## src/rtl/pc_fetch_ctrl.sv

```systemverilog
// pc_fetch_ctrl: program counter and fetch sequencer for the single-cycle core.
// Owns the instruction address register. A start pulse launches a program,
// the PC then steps sequentially or jumps to an absolute branch target, and
// halt parks the sequencer with a completion flag and a run-cycle count.
module pc_fetch_ctrl #(
    parameter int             D          = 10,
    parameter logic [D-1:0]   START_ADDR = '0,
    parameter int             CW         = 16
) (
    input  logic          clk,
    input  logic          rst_n,
    input  logic          start,
    input  logic          halt,
    input  logic          stall,
    input  logic          branch,
    input  logic [D-1:0]  target,
    output logic [D-1:0]  pc,
    output logic          running,
    output logic          done,
    output logic [CW-1:0] cycles,
    output logic          wrap_err
);

    localparam logic [1:0] ST_IDLE   = 2'd0;
    localparam logic [1:0] ST_RUN    = 2'd1;
    localparam logic [1:0] ST_HALTED = 2'd2;

    localparam logic [D-1:0]  PC_MAX  = {D{1'b1}};
    localparam logic [CW-1:0] CYC_MAX = {CW{1'b1}};

    logic [1:0]    state_q, state_d;
    logic [D-1:0]  pc_q, pc_d;
    logic [CW-1:0] cycles_q, cycles_d;
    logic          wrap_q, wrap_d;

    // Next-state and next-PC selection; halt outranks stall, stall outranks branch.
    always_comb begin
        // NOTE: every variable gets a default first so no path leaves it unassigned (no latch).
        state_d  = state_q;
        pc_d     = pc_q;
        cycles_d = cycles_q;
        wrap_d   = wrap_q;

        case (state_q)
            ST_IDLE: begin
                pc_d = START_ADDR;
                if (start) begin
                    state_d  = ST_RUN;
                    cycles_d = '0;
                    wrap_d   = 1'b0;
                end
            end

            ST_RUN: begin
                // Every RUN cycle counts, stalled and halting ones included.
                if (cycles_q != CYC_MAX) begin
                    cycles_d = cycles_q + CW'(1);
                end

                if (halt) begin
                    // PC stays on the halt instruction.
                    state_d = ST_HALTED;
                end else if (!stall) begin
                    if (branch) begin
                        // Target 0 is a legal jump, not an error.
                        pc_d = target;
                    end else begin
                        pc_d = pc_q + D'(1);
                        if (pc_q == PC_MAX) begin
                            wrap_d = 1'b1;
                        end
                    end
                end
                // A stalled cycle drops any branch presented with it.
            end

            ST_HALTED: begin
                if (start) begin
                    state_d  = ST_RUN;
                    pc_d     = START_ADDR;
                    cycles_d = '0;
                    wrap_d   = 1'b0;
                end
            end

            default: begin
                state_d = ST_IDLE;
                pc_d    = START_ADDR;
            end
        endcase
    end

    // State registers with synchronous active-low reset that overrides all inputs.
    always_ff @(posedge clk) begin
        // NOTE: sequential state uses non-blocking assignments so all registers update together.
        if (!rst_n) begin
            state_q  <= ST_IDLE;
            pc_q     <= START_ADDR;
            cycles_q <= '0;
            wrap_q   <= 1'b0;
        end else begin
            state_q  <= state_d;
            pc_q     <= pc_d;
            cycles_q <= cycles_d;
            wrap_q   <= wrap_d;
        end
    end

    assign pc       = pc_q;
    assign running  = (state_q == ST_RUN);
    assign done     = (state_q == ST_HALTED);
    assign cycles   = cycles_q;
    assign wrap_err = wrap_q;

endmodule

```

## config.mk

```make
export PLATFORM = sky130hd
export DESIGN_NAME = pc_fetch_ctrl
export DESIGN_NICKNAME = d
export VERILOG_FILES = /design/src/rtl/pc_fetch_ctrl.sv
export SDC_FILE = /design/constraint.sdc
export NUM_CORES = 1
export LEC_CHECK = 0
export CORE_MARGIN = 10
export CORE_UTILIZATION = 35
export DETAILED_ROUTE_END_ITERATION = 10
export PLACE_DENSITY = 0.62
export SLEW_MARGIN = 20
export SYNTH_ARGS = -nofsm -noshare
export SYNTH_HDL_FRONTEND = slang
export SYNTH_SLANG_ARGS = --single-unit
```

## constraint.sdc

```tcl
create_clock -name clk -period 1.8 [get_ports clk]
set_input_delay 0.18 -clock clk [delete_from_list [all_inputs] [get_ports clk]]
set_output_delay 0.18 -clock clk [all_outputs]
set_load 0.1 [all_outputs]
```

==> results.sh <==
export IMPL_total_power_mw=1.605
export IMPL_r2r_start="cycles[1]"
export IMPL_post_place_ws_ps=26.47
export IMPL_vias=1889
export IMPL_ant_nets=0
export IMPL_hold_end="cycles[12]"
export IMPL_skew_ps=3.826
export IMPL_whs_path_depth=1
export IMPL_status="completed"
export IMPL_ctsRootBufferMaster="clkbuf_8"
export IMPL_report_final_slew_viol_count=0
export IMPL_worst_slew_pin_slew_ps=540.0
export IMPL_remaining_drc_errors=0
export IMPL_synth_xor_area_share_pct=0
export IMPL_async_flop_share_pct=0
export IMPL_synth_fa_ha_area_share_pct=1.442
export IMPL_via_per_inst=5.444
export IMPL_drt_total_wl_mm=5.396
export IMPL_die_area_um2=8175
export IMPL_pwr_share_clk_pct=40.4
export IMPL_cp_required_ps=2020
export IMPL_r2r_cells=5
export IMPL_num_antenna_cells=0
export IMPL_fin_ws_ps=52.90
export IMPL_cts_buffer_depth=2
export IMPL_initial_core_util_pct=36.50
export IMPL_most_common_layout_cells="buf_4, nand2_1, clkdlybuf4s50_1"
export IMPL_yosysTopAreaCell="dfxtp_1"
export IMPL_synth_edf_count=0
export IMPL_layout_nets=297
export IMPL_grt_use_met1_pct=17.51
export IMPL_die_h_um=90.42
export IMPL_layout_commonest_cell="buf_4"
export IMPL_synth_mux_area_share_pct=2.884
export IMPL_grt_overflow=0
export IMPL_grt_usage_pct=12.66
export IMPL_endpoint_kind="register"
export IMPL_worstHoldStart="cycles[12]"
export IMPL_first_global_vias=1800
export IMPL_power_density_nw_per_um2=620.8
export IMPL_clkTransAtPathRegs_ps=70
export IMPL_grt_max_degree=25
export IMPL_maxCapViolations=0
export IMPL_insertion_delay_ps=270
export IMPL_placed_area_um2=2455
export IMPL_numCtsBuffers=5
export IMPL_syn_num_nets=233
export IMPL_leakagePower_nw=0.9433
export IMPL_synth_distinct_cells=54
export IMPL_pwr_share_comb_pct=19.3
export IMPL_avgSynthCellArea_um2=8.072
export IMPL_worst_setup_path_start_kind="register"
export IMPL_setup_worst_path_class="register to register"
export IMPL_antenna_found_initial=0
export IMPL_synth_seq_cells=29
export IMPL_netlist_area_um2=1735
export IMPL_cts_sinks=29
export IMPL_dp_hpwl_mm=4.169
export IMPL_r2r_end="cycles[9]"
export IMPL_seq_power_share_pct=40.2
export IMPL_yosys_area_share_simple_pct=29.49
export IMPL_post_cts_resized=0
export IMPL_routedWlPerCell_um=15.55
export IMPL_coreArea_um2=4755
export IMPL_rrSetupSlack_ps=50
export IMPL_cts_setup_buffers=0
export IMPL_port_buffers=44
export IMPL_switching_share_pct=27.86
export IMPL_area_delta_synth_final_pct=48.95
export IMPL_routabilityCongestion=0.8504
export IMPL_max_freq_mhz=572.4
export IMPL_synth_top_family_by_area="simple AND/OR/NAND/NOR gates"
export IMPL_top_usage_layer="met2"
export IMPL_intPower_mw=1.158
export IMPL_critPathMaxFanout=4
export IMPL_ir_drop_mv=0.3479
export IMPL_synth_compound_area_share_pct=27.83
export IMPL_ys_flop_type="dfxtp_1"
export IMPL_grt_use_met3_pct=3.491
export IMPL_yosysWarnings=0
export IMPL_synth_area_leaders="dfxtp_1, nand2_1, a21oi_1"
export IMPL_period_minus_slack_ps=1747
export IMPL_switchingPower_mw=0.4471
export IMPL_netlist_instances=215
export IMPL_grtUsageMet2_pct=18.77
export IMPL_drt_pass1_iter_count=4
export IMPL_num_rows=25
export IMPL_cts_hold_buf=0
export IMPL_ios=45
export IMPL_period_share_pct=97.06
export IMPL_grt_pass1_wl_mm=8.845
export IMPL_hold_ws_ps=457.2
export IMPL_cts_tree="yes"
export IMPL_design_area_um2=2585
export IMPL_die_w_um=90.42
export IMPL_seq_area_frac_synth_pct=33.45
export IMPL_drive_gt1_share_pct=34.64
export IMPL_synth_top_area_share_pct=33.45
export IMPL_slew_headroom_pct=63.67
export IMPL_cp_arrival_ps=1960
export IMPL_finalSetupViolCount=0
export IMPL_rsz0062_at_grt="yes"
export IMPL_finalHoldViolations=0
export IMPL_drtIter0Drc=100
export IMPL_cts_max_level=2
export IMPL_fin_setup_tns_ps=0
export IMPL_hold_class="register to register"
synthesized netlist by cell type (3+ instances only):
| cell type | number |
|---|---|
| o22ai_1 | 3 |
| or3_1 | 4 |
| a22oi_1 | 4 |
| dfxtp_1 | 29 |
| o211ai_1 | 5 |
| nand3_1 | 12 |
| nor4_1 | 4 |
| clkbuf_1 | 6 |
| mux2i_1 | 5 |
| or4_1 | 6 |
| nand4_1 | 5 |
| o31a_1 | 3 |
| nand2b_1 | 4 |
| o21ai_0 | 6 |
| o2bb2ai_1 | 4 |
| inv_1 | 10 |
| a211oi_1 | 3 |
| nor3_1 | 7 |
| a21oi_1 | 12 |
| o31ai_1 | 5 |
| nor2_1 | 12 |
| nand2_1 | 27 |
per-stage QoR:
step	util, %	std cells
2_1_floorplan	-	215
3_3_place_gp	51.63	339
3_5_place_dp	51.63	339
4_1_cts	53.97	347
5_1_grt	54.37	347
6_report	54.37	347
registers in the layout (all words and copies together), names as in the netlist:
| signal | count |
|---|---|
| wrap_err | 1 |
| pc | 10 |
| cycles | 16 |
| state_q | 2 |
per-layer routing:
| metal | vias to the layer above | part of all wire, % |
|---|---|---|
| met3 | 2 | 4.0 |
| met1 | 880 | 50 |
| met5 | - | 0 |
| li1 | 963 | - |
| met2 | 44 | 45 |
| met4 | 0 | 0.50 |
kinds of logic (layout without fill, tap and decap cells):
kind of cell             Yosys count  in the layout
buffers and inverters             20             85
flip-flops                        29             29
AND/OR/NAND/NOR                   94             94
AO/OA/AOI/OAI                     65             65
multiplexers                       5              5
adder cells (fa/ha/maj)            2              2
power groups by stage:
stage	Combinational [mW]	Sequential, mW	Clock, mW
after CTS	0.305	0.645	0.663
after global placement	0.303	0.660	0
after detailed placement	0.304	0.660	0
after global routing	0.330	0.647	0.693
after floorplan	0.133	0.694	0
final	0.310	0.646	0.649
worst max path at each step:
stage / start / end / slack [ps] / cells after the start
after CTS: state_q[0] / cycles[11] / 20 / 6
after detailed placement: stall / pc[4] / 30 / 5
final: cycles[1] / cycles[9] / 50 / 5
after floorplan: cycles[1] / cycles[7] / -50 / 5
after global placement: halt / pc[3] / 50 / 5
after global routing: cycles[1] / cycles[6] / -10 / 5
critical path, stage by stage, from the launching register on:
cell      delay [ps]
dfxtp_4          360
ha_4             140
nand4_1          200
or4_4            590
o211ai_1         220
a32o_1           180
final cells by class:
| cell class | count | area, um2 |
|---|---|---|
| sequential | 29 | 645.6 |
| fill | 464 | 2170 |
| clock buffer | 8 | 111.4 |
| tap | 67 | 83.83 |
| multi-input combinational | 166 | 1130 |
| timing repair buffer | 66 | 570.5 |
| inverter | 11 | 43.79 |
No activity file was read; power rests on OpenSTA's default activity.
